===== config.mk =====
export PLATFORM = sky130hd
export DESIGN_NAME = lcd_spi_tx_flat
export DESIGN_NICKNAME = d
export VERILOG_FILES = /design/src/rtl/lcd_spi_tx_if.sv /design/src/rtl/lcd_spi_tx.sv /design/src/flat_wrapper.sv
export SDC_FILE = /design/constraint.sdc
export NUM_CORES = 1
export LEC_CHECK = 0
export ABC_AREA = 0
export CAP_MARGIN = 10
export CORE_MARGIN = 1
export CORE_UTILIZATION = 60
export DETAILED_ROUTE_END_ITERATION = 12
export HOLD_SLACK_MARGIN = 0.08
export PLACE_DENSITY = 0.85
export RECOVER_POWER = 100
export SYNTH_ARGS = -nofsm -noshare
export SYNTH_HDL_FRONTEND = slang
export SYNTH_SLANG_ARGS = --single-unit

===== constraint.sdc =====
create_clock -name clk -period 5.71 [get_ports clk]
set_input_delay 0.8565 -clock clk [delete_from_list [all_inputs] [get_ports clk]]
set_output_delay 0.8565 -clock clk [all_outputs]
set_load 0.02 [all_outputs]

===== src/rtl/lcd_spi_tx_if.sv =====
// lcd_spi_tx_if: word handshake into the ST7789V SPI serializer.
// Carries one {last, dc, data} word per valid/ready transfer.
interface lcd_spi_tx_if;
    logic       in_valid;
    logic       in_ready;
    logic       in_dc;
    logic [7:0] in_data;
    logic       in_last;

    modport master (
        output in_valid, in_dc, in_data, in_last,
        input  in_ready
    );

    modport slave (
        input  in_valid, in_dc, in_data, in_last,
        output in_ready
    );
endinterface


===== src/rtl/lcd_spi_tx.sv =====
// lcd_spi_tx: FIFO-buffered write-only SPI serializer for the ST7789V.
// Bytes go out MSB first; CS stays low across non-last bytes.
module lcd_spi_tx #(
    parameter int DIV        = 1,
    parameter int FIFO_DEPTH = 4
) (
    input  logic        clk,
    input  logic        rst,
    lcd_spi_tx_if.slave bus,
    output logic        busy,
    output logic        lcd_cs,
    output logic        lcd_rs,
    output logic        lcd_sck,
    output logic        lcd_sda
);
    localparam int AW = $clog2(FIFO_DEPTH);
    localparam int NW = AW + 1;
    localparam int CW = $clog2(2 * DIV) + 1;
    localparam logic [CW-1:0] DIV_M1 = CW'(DIV - 1);
    localparam logic [CW-1:0] GAP_M1 = CW'(2 * DIV - 1);

    typedef enum logic [2:0] {
        IDLE, LOAD, HIGH, LOW, WAIT, CSHOLD, GAP
    } state_t;

    logic [9:0]    mem [FIFO_DEPTH];
    logic [AW-1:0] wr_ptr, rd_ptr;
    logic [NW-1:0] count, count_d;
    logic          full, empty, push, pop;
    logic [9:0]    head;

    state_t        state, nstate;
    logic [CW-1:0] cnt;
    logic          done, moved;
    logic [2:0]    bit_idx, bit_d;
    logic [7:0]    sh_q, sh_d;
    logic          last_q, last_d;
    logic          cs_d, rs_d, sck_d, sda_d, busy_d;

    assign full         = (count == NW'(FIFO_DEPTH));
    assign empty        = (count == '0);
    assign bus.in_ready = ~full & ~rst;
    assign push         = bus.in_valid & bus.in_ready;
    assign head         = mem[rd_ptr];
    assign count_d      = count + NW'(push) - NW'(pop);

    always_ff @(posedge clk) begin
        if (push)
            mem[wr_ptr] <= {bus.in_last, bus.in_dc, bus.in_data};
    end

    always_ff @(posedge clk) begin
        if (rst) begin
            wr_ptr <= '0;
            rd_ptr <= '0;
            count  <= '0;
        end else begin
            if (push) wr_ptr <= wr_ptr + AW'(1);
            if (pop)  rd_ptr <= rd_ptr + AW'(1);
            count <= count_d;
        end
    end

    assign done  = (state == GAP) ? (cnt == GAP_M1) : (cnt == DIV_M1);
    assign moved = (nstate != state);

    always_ff @(posedge clk) begin
        if (rst) begin
            state   <= IDLE;
            cnt     <= '0;
            bit_idx <= '0;
            sh_q    <= '0;
            last_q  <= 1'b0;
            lcd_cs  <= 1'b1;
            lcd_rs  <= 1'b1;
            lcd_sck <= 1'b0;
            lcd_sda <= 1'b1;
            busy    <= 1'b0;
        end else begin
            state   <= nstate;
            cnt     <= moved ? '0 : cnt + CW'(1);
            bit_idx <= bit_d;
            sh_q    <= sh_d;
            last_q  <= last_d;
            lcd_cs  <= cs_d;
            lcd_rs  <= rs_d;
            lcd_sck <= sck_d;
            lcd_sda <= sda_d;
            busy    <= busy_d;
        end
    end

    always_comb begin
        nstate = state;
        pop    = 1'b0;
        unique case (state)
            IDLE, WAIT: begin
                if (!empty) begin
                    pop    = 1'b1;
                    nstate = LOAD;
                end
            end
            LOAD: if (done) nstate = HIGH;
            LOW:  if (done) nstate = HIGH;
            HIGH: begin
                // last bit chains straight into the next LOAD
                if (done) begin
                    if (bit_idx != 3'd0) begin
                        nstate = LOW;
                    end else if (last_q) begin
                        nstate = CSHOLD;
                    end else if (!empty) begin
                        pop    = 1'b1;
                        nstate = LOAD;
                    end else begin
                        nstate = WAIT;
                    end
                end
            end
            CSHOLD: if (done) nstate = GAP;
            GAP:    if (done) nstate = IDLE;
            default: nstate = IDLE;
        endcase
    end

    always_comb begin
        cs_d   = lcd_cs;
        rs_d   = lcd_rs;
        sck_d  = lcd_sck;
        sda_d  = lcd_sda;
        sh_d   = sh_q;
        bit_d  = bit_idx;
        last_d = last_q;
        unique case (1'b1)
            pop: begin
                cs_d   = 1'b0;
                rs_d   = head[8];
                sck_d  = 1'b0;
                sda_d  = head[7];
                sh_d   = head[7:0];
                bit_d  = 3'd7;
                last_d = head[9];
            end
            moved && nstate == HIGH: sck_d = 1'b1;
            moved && nstate == LOW: begin
                sck_d = 1'b0;
                sda_d = sh_q[bit_idx - 3'd1];
                bit_d = bit_idx - 3'd1;
            end
            moved && (nstate == WAIT || nstate == CSHOLD):
                sck_d = 1'b0;
            moved && nstate == GAP: begin
                cs_d  = 1'b1;
                rs_d  = 1'b1;
                sda_d = 1'b1;
            end
            moved && nstate == IDLE: begin
                cs_d  = 1'b1;
                sck_d = 1'b0;
            end
            default: ;
        endcase
        busy_d = (count_d != '0) | (nstate != IDLE);
    end
endmodule


===== src/flat_wrapper.sv =====
// flat-port wrapper written by rule: the top's interface ports become plain ports
module lcd_spi_tx_flat 
#(
    parameter int DIV        = 1,
    parameter int FIFO_DEPTH = 4
)
  (clk, rst, busy, lcd_cs, lcd_rs, lcd_sck, lcd_sda, bus_in_valid, bus_in_dc, bus_in_data, bus_in_last, bus_in_ready);
  lcd_spi_tx_if bus_i ();
  input  logic clk;
  input  logic rst;
  output logic busy;
  output logic lcd_cs;
  output logic lcd_rs;
  output logic lcd_sck;
  output logic lcd_sda;
  input wire logic [$bits(bus_i.in_valid)-1:0] bus_in_valid;
  input wire logic [$bits(bus_i.in_dc)-1:0] bus_in_dc;
  input wire logic [$bits(bus_i.in_data)-1:0] bus_in_data;
  input wire logic [$bits(bus_i.in_last)-1:0] bus_in_last;
  output wire logic [$bits(bus_i.in_ready)-1:0] bus_in_ready;
  assign bus_i.in_valid = bus_in_valid;
  assign bus_i.in_dc = bus_in_dc;
  assign bus_i.in_data = bus_in_data;
  assign bus_i.in_last = bus_in_last;
  assign bus_in_ready = bus_i.in_ready;
  lcd_spi_tx #(.DIV(DIV), .FIFO_DEPTH(FIFO_DEPTH)) u_core (.clk(clk), .rst(rst), .bus(bus_i), .busy(busy), .lcd_cs(lcd_cs), .lcd_rs(lcd_rs), .lcd_sck(lcd_sck), .lcd_sda(lcd_sda));
endmodule

# [After elaboration in Yosys (flattened, before gate mapping)]
# Memories as Yosys holds them, arrays and structs flattened. A register that Yosys moved wholly into a read port is not among the register bits.
# Cells that the tools add are included.
[classes] n_addsub=6 magnitude_cmp=1 eq_ne=14 mux=26 bitwise_logic=5 reduce_logical=23
[ops] operator="2-to-1 mux 3 bit" count=8
[ops] operator="equality test 3 bit, second input constant" count=7
[ops] operator="one-hot mux 3 bit (5 select lines)" count=1
[ops] operator="equality test 3 x 2 -> 1 bit, second input constant" count=4
[ops] operator="nonzero test 3 bit" count=4
[ops] operator="zero test 3 bit" count=3
[ops] operator="2-to-1 mux 1 bit" count=8
[ops] operator="one-hot mux 1 bit (2 select lines)" count=4
[ops] operator="nonzero test 2 bit" count=4
[ops] operator="OR reduction 2 bit" count=4
[ops] operator="adder 2 x 1 -> 2 bit, second input constant" count=3
[ops] operator="one-hot mux 3 bit (2 select lines)" count=1
[ops] operator="logical AND 1 bit" count=5
[ops] operator="less-than comparator 3 x 4 -> 1 bit, second input constant" count=1
[ops] operator="2-to-1 mux 2 bit" count=2
[ops] operator="OR reduction 4 bit" count=1
[ops] operator="adder 3 x 1 -> 3 bit" count=1
[ops] operator="binary-select mux 1 bit (select 3 bit)" count=1
[ops] operator="equality test 3 x 1 -> 1 bit, second input constant" count=1
[ops] operator="inequality test 3 bit" count=1
[ops] operator="one-hot mux 1 bit (3 select lines)" count=1
[ops] operator="subtractor 3 x 1 -> 3 bit" count=1
[ops] operator="subtractor 3 x 1 -> 3 bit, second input constant" count=1
[ops] operator="bitwise AND 1 bit" count=2
[ops] operator="other kinds (5)" count=6
[word_totals] register_bits=29 mem_bits_rw=40 input_bits=13 out_inout_bits=6 n_memories=1
[memory_table] memory="u_core.mem" depth=4 width=10 read_ports=1 rd_clocked_by_memory_dff=1 wr=1 line="lcd_spi_tx.sv:26" rtl="logic [9:0] mem [FIFO_DEPTH];"

# [Depth between registers and ports, before layout]
# Gate-level depths: netlist of the first run.
[logic_depth] depth_word=11 mapped_depth=14 mapped_depth_nobuf=13

# [Worst setup path before layout of the first run]
# OpenSTA, ideal clock, no wires.
[synth_timing] kind="input to register" startpoint="input rst" endpoint="register u_core.busy" setup_time_ns=0.143 arrival_ns=2.729 required_ns=5.567 setup_slack_ns=2.838 cell_stages=8 path_buffers=2 path_cell_list="clkbuf_1 -> a31oi_1 -> and2_0 -> buf_2 -> ha_1 -> fa_1 -> nor3_1 -> a41oi_1"
[synth_between] elab_chain_cells=7
[synth_rtl] item="from (decl)" line="flat_wrapper.sv:10" rtl="input logic rst;"
[synth_rtl] item="inverter 1 bit" line="lcd_spi_tx.sv:42" rtl="assign bus.in_ready = ~full & ~rst;"
[synth_rtl] item="bitwise AND 1 bit" line="lcd_spi_tx.sv:42"
[synth_rtl] item="named net bus_in_ready" line="flat_wrapper.sv:20" rtl="output wire logic [$bits(bus_i.in_ready)-1:0] bus_in_ready;"
[synth_rtl] item="bitwise AND 1 bit" line="lcd_spi_tx.sv:43" rtl="assign push = bus.in_valid & bus.in_ready;"
[synth_rtl] item="named net u_core.push" line="lcd_spi_tx.sv:29" rtl="logic full, empty, push, pop;"
[synth_rtl] item="adder 3 x 1 -> 3 bit" line="lcd_spi_tx.sv:45" rtl="assign count_d = count + NW'(push) - NW'(pop);"
[synth_rtl] item="subtractor 3 x 1 -> 3 bit" line="lcd_spi_tx.sv:45"
[synth_rtl] item="named net u_core.count_d[1]" line="lcd_spi_tx.sv:28" rtl="logic [NW-1:0] count, count_d;"
[synth_rtl] item="nonzero test 3 bit" line="lcd_spi_tx.sv:163" rtl="busy_d = (count_d != '0) | (nstate != IDLE);"
[synth_rtl] item="OR 1 bit" line="lcd_spi_tx.sv:163"
[synth_rtl] item="to (signal assigned)" line="lcd_spi_tx.sv:89" rtl="busy <= busy_d;"
[synth_rtl] item="to (decl)" line="lcd_spi_tx.sv:10" rtl="output logic busy,"
# The timed path passes the listed nets, and every way through them passes these cells.
# A chain may end at the register's enable or synchronous reset.

# [Worst setup path in the final report of the first run]
[layout_timing] startpoint="input rst" endpoint="output bus_in_ready"
[layout_between] elab_chain_cells=2
[layout_rtl] item="inverter 1 bit" line="lcd_spi_tx.sv:42"
[layout_rtl] item="bitwise AND 1 bit" line="lcd_spi_tx.sv:42"
[layout_rtl] item="to (decl)" line="flat_wrapper.sv:20"
# No other way between the ends.

==> impl_metrics.py, run 1 <==
metrics = {
    "run_status": {
        "status": "finished clean",
    },
    "worst_setup_path": {
        "cpMostUsedCell": "dlygate4sd3_1",
        "max_stage_delay_ns": 0.84,
        "worst-setup-path-type": "primary input to output pin",
        "path_max_fanout": 27,
        "critPathArrivalTime_ns": 3.18,
        "endpoint": "bus_in_ready",
        "critPathSlowestCell": "clkbuf_1",
        "path_cells": "dlygate4sd3_1 > clkbuf_1 > a31oi_1 > dlygate4sd3_1",
        "r2r_end": "u_core.busy$_SDFF_PP0_",
        "end_kind": "output pin",
        "cp-start-kind": "primary input",
        "worstRegToRegCells": 13,
        "setup.worst_path.start": "rst",
        "r2r_start": "u_core.bit_idx[0]$_SDFFE_PP0P_",
        "ff2ff_setup_slack_ns": 2.37,
        "cp.required_ns": 4.85,
    },
    "global_routing": {
        "antenna_found_initial": 0,
        "grt_max_degree": 28,
        "grt_overflow": 0,
        "track_usage_pct": 21.6,
        "grt_pass1_vias": 1751,
        "grt_pass1_wl_microns": 8090,
    },
    "route": {
        "routedWlPerCell_microns": 16.4,
        "vias_per_cell": 5.86,
        "drcViolationCount": 0,
        "drt_iter0_drc": 138,
        "wirelength_microns": 4840,
        "dr_total_vias": 1728,
        "detail-route-antenna-nets": 0,
        "firstDrtPassIters": 4,
    },
    "timing": {
        "rsz0062_at_grt": "false",
        "fin_crit_sh_pct": 70.7,
        "fmax_mhz": 248,
        "hold_violations": 0,
        "finalSetupViolCount": 0,
        "fin_skew_ns": 0.0114,
        "worst_pin_slew_ns": 1.14,
        "min_period_ns": 4.04,
        "relSlewSlack_pct": 23.8,
        "finalMaxSlewViolations": 0,
        "final.setup.tns_ns": 0,
    },
    "final_layout": {
        "filler_cell_count": 296,
        "drive_gt1_share_pct": 9.88,
        "final-seq-area_sq_um": 1820,
        "num_antenna_cells": 0,
        "nets": 263,
        "syn_to_final_growth_pct": 12.4,
        "finish.instance_area_sq_um": 3260,
        "multi_input_area_sq_um": 992,
    },
    "synthesis": {
        "ys_warn_count": 0,
        "syn_area_per_cell_sq_um": 13.4,
        "synth.cell_area_sq_um": 2900,
        "synth_edf_count": 40,
        "synth.distinct_cells": 39,
        "synth.most_common_cell": "edfxtp_1",
        "syn_inst": 217,
        "synthTopCellsByCount": "40 x edfxtp_1, 31 x dfxtp_1, 26 x nand2_1",
        "yosys.area.top_type": "edfxtp_1",
        "ys_ff_latch": 71,
        "synthArstFlopShare_pct": 0,
        "ys_seq_area_share_pct": 62.8,
        "synth_ff_type": "edfxtp_1",
        "synth_nets": 241,
        "netlist_top_cells_area": "edfxtp_1 41%, dfxtp_1 21%, mux4_2 9.3%",
        "synth_top_area_share_pct": 41.4,
    },
    "clock_tree": {
        "clk_latency_ns": 0.34,
        "tritoncts": "built",
        "cts.clk_slew.worst_paths_ns": 0.07,
        "cts_buffer_depth": 2,
        "ctsResizeCount": 0,
        "clockRootBuffer": "clkbuf_8",
        "clkSinkCount": 71,
        "cts_htree_levels": 3,
        "post_cts_buffers": 0,
        "cts_hold_buf": 0,
        "cts_made_buffers": 9,
    },
    "placed_design": {
        "gp_congestion": 0.837,
        "dp_hpwl_microns": 3220,
        "port_buffers": 18,
        "place_area_sq_um": 3120,
    },
    "floorplan": {
        "initial_core_util_pct": 64.4,
        "coreArea_sq_um": 4500,
        "rows": 24,
        "die_h_microns": 71.6,
        "fp.dieW_microns": 71.6,
        "ios": 19,
        "fp.dieArea_sq_um": 5120,
    },
    "power_and_ir_drop": {
        "leakage_nw": 1.16,
        "power_mw": 1.58,
        "pwr_density_cell_nw_per_um2": 486,
        "vdd_drop_max_uv": 308,
    },
    "min_path": {
        "hold_class": "register to register",
    },
    "run": {
        "max_cap_viol_count": 0,
    },
}
-- final cells by class --
class | count | area share, %
Clock buffer | 13 | 4.26
Timing Repair Buffer | 19 | 5.64
Clock inverter | 2 | 0.268
Sequential cell | 71 | 55.8
Multi-Input combinational cell | 124 | 30.4
Tap cell | 52 | 1.99
Inverter | 14 | 1.61
-- kinds of logic after synthesis --
kind of cell,count (synthesis),synth area share [%]
buffers and inverters,22,2.97
and+or+nand+nor,60,10.6
muxes,13,9.66
AOI/OAI and AO/OA,35,7.50
adders and majority gates,11,5.00
DFF,71,62.8
xor gates and xnor gates,5,1.51
-- metal layers --
layer  wire length, microns  global-route usage (%)  vias up
met5                      0                       0        -
met4                    110                    9.59        0
met3                    266                    6.19       14
met2                   2320                    35.0       52
met1                   2140                    27.5      829
li1                       -                       -      833
-- worst max-delay path, delay by kind of cell --
family                 cells  cell delay [ns]
AOI/OAI and AO/OA          1             0.23
buffers and inverters      3             2.10
-- where the power goes --
part / total, mW / switching, mW / internal (mW)
Combinational: 0.545 / 0.287 / 0.259
Sequential: 0.720 / 0.0808 / 0.639
Clock: 0.319 / 0.166 / 0.154
-- through the flow --
step	hold slack, ns	worst slack [ns]	std cells	util (%)
6_report	0.460	1.67	295	72.4
3_5_place_dp	0.448	2.36	280	69.3
5_1_grt	0.479	1.50	295	72.4
2_1_floorplan	0.432	2.84	217	-
4_1_cts	0.458	2.37	295	72.6
3_3_place_gp	0.445	2.39	280	69.3
-- registers in the layout, indices dropped and copies added, names as in the netlist, 2 cells and up, named ones only --
name            cells
u_core.mem         40
u_core.cnt          2
u_core.sh_q         8
u_core.rd_ptr       2
u_core.bit_idx      3
u_core.state        3
u_core.count        3
u_core.wr_ptr       2
-- worst min-delay path by stage --
| stage | start | to | slack (ns) | cells after the start |
|---|---|---|---|---|
| after CTS | u_core.sh_q[2]$_SDFFE_PP0P_ | u_core.sh_q[2]$_SDFFE_PP0P_ | 0.46 | 2 |
| final | u_core.sh_q[2]$_SDFFE_PP0P_ | u_core.sh_q[2]$_SDFFE_PP0P_ | 0.46 | 2 |
| after global placement | u_core.sh_q[0]$_SDFFE_PP0P_ | u_core.sh_q[0]$_SDFFE_PP0P_ | 0.44 | 2 |
| after detailed placement | u_core.sh_q[2]$_SDFFE_PP0P_ | u_core.sh_q[2]$_SDFFE_PP0P_ | 0.45 | 2 |
| after floorplan | u_core.cnt[0]$_SDFF_PP0_ | u_core.cnt[0]$_SDFF_PP0_ | 0.43 | 1 |
| after global routing | u_core.sh_q[2]$_SDFFE_PP0P_ | u_core.sh_q[2]$_SDFFE_PP0P_ | 0.48 | 2 |
-- cell usage in the layout (no fill, tap or decap), types with 3 or more instances in the layout --
| cell type | count |
|---|---|
| dlygate4sd3_1 | 17 |
| and3_1 | 4 |
| clkbuf_8 | 9 |
| dfxtp_1 | 31 |
| clkbuf_1 | 5 |
| nand2_1 | 26 |
| nor2b_1 | 4 |
| a21oi_1 | 16 |
| nor3_1 | 3 |
| mux4_2 | 12 |
| a211oi_1 | 4 |
| inv_1 | 14 |
| nor2_1 | 13 |
| o21ai_0 | 4 |
| xnor2_1 | 3 |
| ha_1 | 10 |
| edfxtp_1 | 40 |
Power figures use the tool's default switching activity.
==> inputs of run 2 (changes only) <==
Settings changed: CORE_UTILIZATION 60 to 52, PLACE_DENSITY 0.85 to 0.78.
Clock period 5.71 ns to 3.29 ns, I/O delays scaled along.
==> impl_metrics.py, run 2 (same netlist as run 1, synthesis figures left out) <==
metrics = {
    "placed_design": {
        "gp_congestion": 0.845,
        "port_buffers": 18,
        "dp_hpwl_microns": 3280,
    },
    "final_layout": {
        "mostFrequentLayoutCell": "edfxtp_1",
        "largest_register_ffs": 40,
        "filler_cell_count": 413,
        "top_register": "u_core.mem",
        "fin_util_pct": 63.3,
        "drive_gt1_share_pct": 12.7,
        "syn_to_final_growth_pct": 14.3,
        "num_antenna_cells": 0,
        "layout_common_cells": "40 x edfxtp_1, 31 x dfxtp_1, 26 x nand2_1",
        "top_regs": "u_core.mem (40), u_core.sh_q (8)",
        "nets": 264,
    },
    "route": {
        "m1WireLength_microns": 2100,
        "routedWlPerCell_microns": 15.4,
        "firstDrtPassIters": 4,
        "wirelength_microns": 4860,
        "wl_met3_microns": 221,
        "dr.max_layer_used": "met4",
        "drcViolationCount": 0,
        "drt_iter0_drc": 70,
        "detail-route-antenna-nets": 0,
        "vias_per_cell": 5.43,
        "wl_met2_microns": 2470,
        "dr_total_vias": 1709,
    },
    "worst_setup_path": {
        "critPathArrivalTime_ns": 3.03,
        "r2r_start": "u_core.bit_idx[0]$_SDFFE_PP0P_",
        "r2r_end": "u_core.busy$_SDFF_PP0_",
        "cp.required_ns": 3.50,
        "path_max_fanout": 14,
        "cp-start-kind": "register",
        "ff2ff_setup_slack_ns": 0.47,
        "endpoint": "u_core.busy$_SDFF_PP0_",
        "setup.worst_path.start": "u_core.bit_idx[0]$_SDFFE_PP0P_",
        "end_kind": "register",
        "worst-setup-path-type": "register to register",
        "worstRegToRegCells": 12,
    },
    "global_routing": {
        "grt_max_degree": 27,
        "antenna_found_initial": 0,
        "grt_pass1_vias": 1748,
        "grt_pass1_wl_microns": 8190,
        "grt_overflow": 0,
        "track_usage_pct": 18.9,
    },
    "timing": {
        "fmax_mhz": 354,
        "finalSetupViolCount": 0,
        "worst_pin_slew_ns": 0.655,
        "rsz0062_at_grt": "false",
        "fin_skew_ns": 0.0100,
        "finalMaxSlewViolations": 0,
        "hold_violations": 0,
        "fin_crit_sh_pct": 85.8,
        "final.setup.tns_ns": 0,
        "relSlewSlack_pct": 56.3,
        "min_period_ns": 2.82,
        "hold-worst-slack_ns": 0.457,
    },
    "run": {
        "max_cap_viol_count": 0,
    },
    "floorplan": {
        "die_h_microns": 76.7,
        "ios": 19,
        "rows": 26,
        "fp.dieW_microns": 76.7,
        "coreArea_sq_um": 5240,
        "initial_core_util_pct": 55.4,
        "fp.dieArea_sq_um": 5890,
    },
    "clock_tree": {
        "tritoncts": "built",
        "cts_buffer_depth": 2,
        "clkSinkCount": 71,
        "cts_made_buffers": 9,
        "ctsResizeCount": 0,
        "cts_hold_buf": 0,
        "cts.clk_slew.worst_paths_ns": 0.08,
        "clockRootBuffer": "clkbuf_8",
        "cts_htree_levels": 3,
        "clk_latency_ns": 0.35,
        "post_cts_buffers": 0,
    },
    "power_and_ir_drop": {
        "leakage_nw": 1.17,
        "vdd_drop_max_uv": 396,
        "pwr_density_cell_nw_per_um2": 849,
        "power_mw": 2.82,
    },
    "min_path": {
        "hold_class": "register to register",
    },
    "run_status": {
        "status": "finished clean",
    },
}
run 2: cell types whose count changed in the layout (fill, tap and decap cells not counted), sizes merged:
| cell | delta |
|---|---|
| clkinvlp | +1 |
| inv | +2 |
| clkbuf | -3 |
| buf | +1 |
| clkinv | +1 |
run 2: worst min-delay path by stage:
| stage | from | to | cells past startpoint |
|---|---|---|---|
| after floorplan | u_core.cnt[0]$_SDFF_PP0_ | u_core.cnt[0]$_SDFF_PP0_ | 1 |
| after global placement | u_core.cnt[0]$_SDFF_PP0_ | u_core.cnt[0]$_SDFF_PP0_ | 1 |
| after detailed placement | u_core.sh_q[4]$_SDFFE_PP0P_ | u_core.sh_q[4]$_SDFFE_PP0P_ | 2 |
| after CTS | u_core.sh_q[4]$_SDFFE_PP0P_ | u_core.sh_q[4]$_SDFFE_PP0P_ | 2 |
| after global routing | u_core.sh_q[5]$_SDFFE_PP0P_ | u_core.sh_q[5]$_SDFFE_PP0P_ | 2 |
| final | u_core.sh_q[4]$_SDFFE_PP0P_ | u_core.sh_q[4]$_SDFFE_PP0P_ | 2 |
run 2: area by class of cell:
cell class,count,area (sq um),area share [%]
timing repair buffer,20,191,5.77
multi-input combinational,124,992,29.9
sequential,71,1820,54.9
tap,70,87.6,2.64
inverter,14,52.6,1.58
clock inverter,6,43.8,1.32
clock buffer,10,128,3.85
run 2: layer usage:
layer	up-vias	GRT usage (%)
met5	-	0
li1	834	-
met4	0	8.85
met2	31	30.2
met3	8	7.14
met1	836	22.6
run 2: metrics by stage:
stage / cell area (sq um) / cells / setup WS, ns
floorplan: 2900 / 217 / 0.562
global placement: 3150 / 299 / 0.562
detailed placement: 3150 / 299 / 0.490
CTS: 3320 / 315 / 0.474
global route: 3320 / 315 / 0.299
finish: 3320 / 315 / 0.468
run 2: critical path, cell delays in order (launching register included):
cell,delay (ns)
dfxtp_1,0.35
inv_1,0.07
ha_1,0.14
ha_1,0.24
nand4bb_1,0.13
a211o_1,0.33
inv_2,0.19
ha_1,0.26
inv_1,0.05
ha_1,0.15
fa_1,0.43
nor3_1,0.20
a41oi_1,0.13
run 2: power breakdown:
part           leakage, nW  total (mW)  internal [mW]  switching, mW
Combinational        0.467       0.968          0.455          0.513
Sequential           0.618        1.24           1.11          0.135
Clock               0.0870       0.606          0.277          0.329
Total                 1.17        2.82           1.84          0.977
==> inputs of run 3 (changes only) <==
Settings changed: CAP_MARGIN 10 to not set, CORE_UTILIZATION 52 to 40, PLACE_DENSITY 0.78 to 0.64.
==> impl_metrics.py, run 3 (same netlist as run 1, synthesis figures left out) <==
metrics = {
    "power_and_ir_drop": {
        "leakage_nw": 1.17,
        "power_mw": 2.83,
        "pwr_density_cell_nw_per_um2": 844,
        "vdd_drop_max_uv": 372,
    },
    "clock_tree": {
        "ctsResizeCount": 0,
        "cts.clk_slew.worst_paths_ns": 0.08,
        "cts_made_buffers": 9,
        "cts_hold_buf": 0,
        "tritoncts": "built",
        "clockRootBuffer": "clkbuf_8",
        "clkSinkCount": 71,
        "cts_htree_levels": 3,
        "clk_latency_ns": 0.35,
        "cts_buffer_depth": 2,
        "post_cts_buffers": 0,
    },
    "timing": {
        "finalMaxSlewViolations": 0,
        "relSlewSlack_pct": 54.8,
        "final.setup.tns_ns": 0,
        "fmax_mhz": 351,
        "fin_skew_ns": 0.0125,
        "hold_violations": 0,
        "min_period_ns": 2.85,
        "finalSetupViolCount": 0,
        "rsz0062_at_grt": "false",
        "fin_crit_sh_pct": 86.6,
        "worst_pin_slew_ns": 0.677,
    },
    "worst_setup_path": {
        "worst-setup-path-type": "register to register",
        "cp.required_ns": 3.50,
        "end_kind": "register",
        "worst-path-buf-inv": 3,
        "cpMostUsedCell": "ha_1",
        "path_max_fanout": 14,
        "cp-start-kind": "register",
        "crit_family": "adder cells",
        "ff2ff_setup_slack_ns": 0.44,
        "max_stage_delay_ns": 0.43,
        "r2r_end": "u_core.busy$_SDFF_PP0_",
        "path_cells": "inv_1 > ha_1 > ha_1 > nand4bb_1 > a211o_1 > inv_2 > ha_1 > inv_1 > ha_1 > fa_1 > nor3_1 > a41oi_1",
        "critPathArrivalTime_ns": 3.06,
        "worstRegToRegCells": 12,
        "r2r_start": "u_core.bit_idx[0]$_SDFFE_PP0P_",
        "critPathSlowestCell": "fa_1",
    },
    "global_routing": {
        "grt_pass1_vias": 1629,
        "gr-usage-met2_pct": 22.9,
        "grt_use_met1_pct": 18.2,
        "antenna_found_initial": 0,
        "grt_overflow": 0,
        "grt_busiest_layer": "met2",
        "grt_max_degree": 27,
        "grt_pass1_wl_microns": 8010,
        "track_usage_pct": 14.3,
        "global_route.usage.met3_pct": 4.74,
    },
    "final_layout": {
        "mostFrequentLayoutCell": "edfxtp_1",
        "fin_util_pct": 48.6,
        "largest_register_ffs": 40,
        "final_cells": 341,
        "drive_gt1_share_pct": 12.7,
        "nets": 264,
        "multi_input_area_sq_um": 992,
        "filler_cell_count": 641,
        "final-seq-area_sq_um": 1820,
        "num_antenna_cells": 0,
        "layout_common_cells": "40 x edfxtp_1, 31 x dfxtp_1, 26 x nand2_1",
        "top_register": "u_core.mem",
        "syn_to_final_growth_pct": 15.6,
        "top_regs": "u_core.mem (40), u_core.sh_q (8)",
    },
    "run_status": {
        "status": "finished clean",
    },
    "route": {
        "dr_total_vias": 1674,
        "drcViolationCount": 0,
        "firstDrtPassIters": 4,
        "routedWlPerCell_microns": 13.8,
        "drt_iter0_drc": 86,
        "detail-route-antenna-nets": 0,
        "wirelength_microns": 4720,
        "vias_per_cell": 4.91,
    },
    "floorplan": {
        "ios": 19,
        "initial_core_util_pct": 42.0,
        "coreArea_sq_um": 6910,
        "fp.dieArea_sq_um": 7600,
        "fp.dieW_microns": 87.2,
        "die_h_microns": 87.2,
        "rows": 30,
    },
    "min_path": {
        "hold_class": "register to register",
        "hold_start": "u_core.sh_q[5]$_SDFFE_PP0P_",
        "whs_path_depth": 2,
        "holdPathEnd": "u_core.sh_q[5]$_SDFFE_PP0P_",
    },
    "run": {
        "max_cap_viol_count": 0,
    },
    "placed_design": {
        "gp_congestion": 0.814,
        "dp_hpwl_microns": 3240,
        "placed_cells": 325,
        "port_buffers": 18,
    },
}
-- run 3: per-layer routing --
| layer | vias to the layer above | share of wire, % |
|---|---|---|
| met2 | 31 | 48 |
| met5 | - | 0 |
| met4 | 0 | 0.85 |
| met1 | 800 | 47 |
| met3 | 5 | 3.9 |
| li1 | 838 | - |
-- run 3: how the worst max path moves through the flow --
stage | start | to | slack [ns] | cells after the start
after global routing | u_core.bit_idx[0]$_SDFFE_PP0P_ | u_core.busy$_SDFF_PP0_ | 0.15 | 12
after CTS | u_core.bit_idx[0]$_SDFFE_PP0P_ | u_core.busy$_SDFF_PP0_ | 0.41 | 12
final | u_core.bit_idx[0]$_SDFFE_PP0P_ | u_core.busy$_SDFF_PP0_ | 0.44 | 12
after detailed placement | u_core.bit_idx[0]$_SDFFE_PP0P_ | u_core.busy$_SDFF_PP0_ | 0.41 | 12
after global placement | u_core.bit_idx[0]$_SDFFE_PP0P_ | u_core.busy$_SDFF_PP0_ | 0.54 | 12
after floorplan | u_core.bit_idx[0]$_SDFFE_PP0P_ | u_core.busy$_SDFF_PP0_ | 0.56 | 13
-- run 3: power breakdown --
group / internal (mW) / leakage [nW] / switching (mW)
clock network: 0.281 / 0.0847 / 0.350
registers: 1.11 / 0.618 / 0.135
logic: 0.456 / 0.467 / 0.502
total: 1.84 / 1.17 / 0.987
-- run 3: area by class of cell --
cell class,count,area share (%)
flip-flops and latches,71,54.3
multi-input cells,124,29.6
repair buffers,20,5.70
clock buffers,9,3.69
well taps,96,3.58
clock inverters,7,1.60
inverters,14,1.57
-- run 3: tightest hold or removal path, delay by kind of cell, from the launching register on --
family / cells / cell delay (ns)
and+or+nand+nor: 1 / 0.05
AOI/OAI and AO/OA: 1 / 0.05
DFF: 1 / 0.31
-- run 3: stage by stage --
step	area (sq um)	setup WS [ns]	hold slack, ns
final	3360	0.440	0.460
after global routing	3360	0.151	0.488
after CTS	3360	0.407	0.463
after detailed placement	3180	0.411	0.452
after global placement	3180	0.541	0.446
after floorplan	2900	0.562	0.432
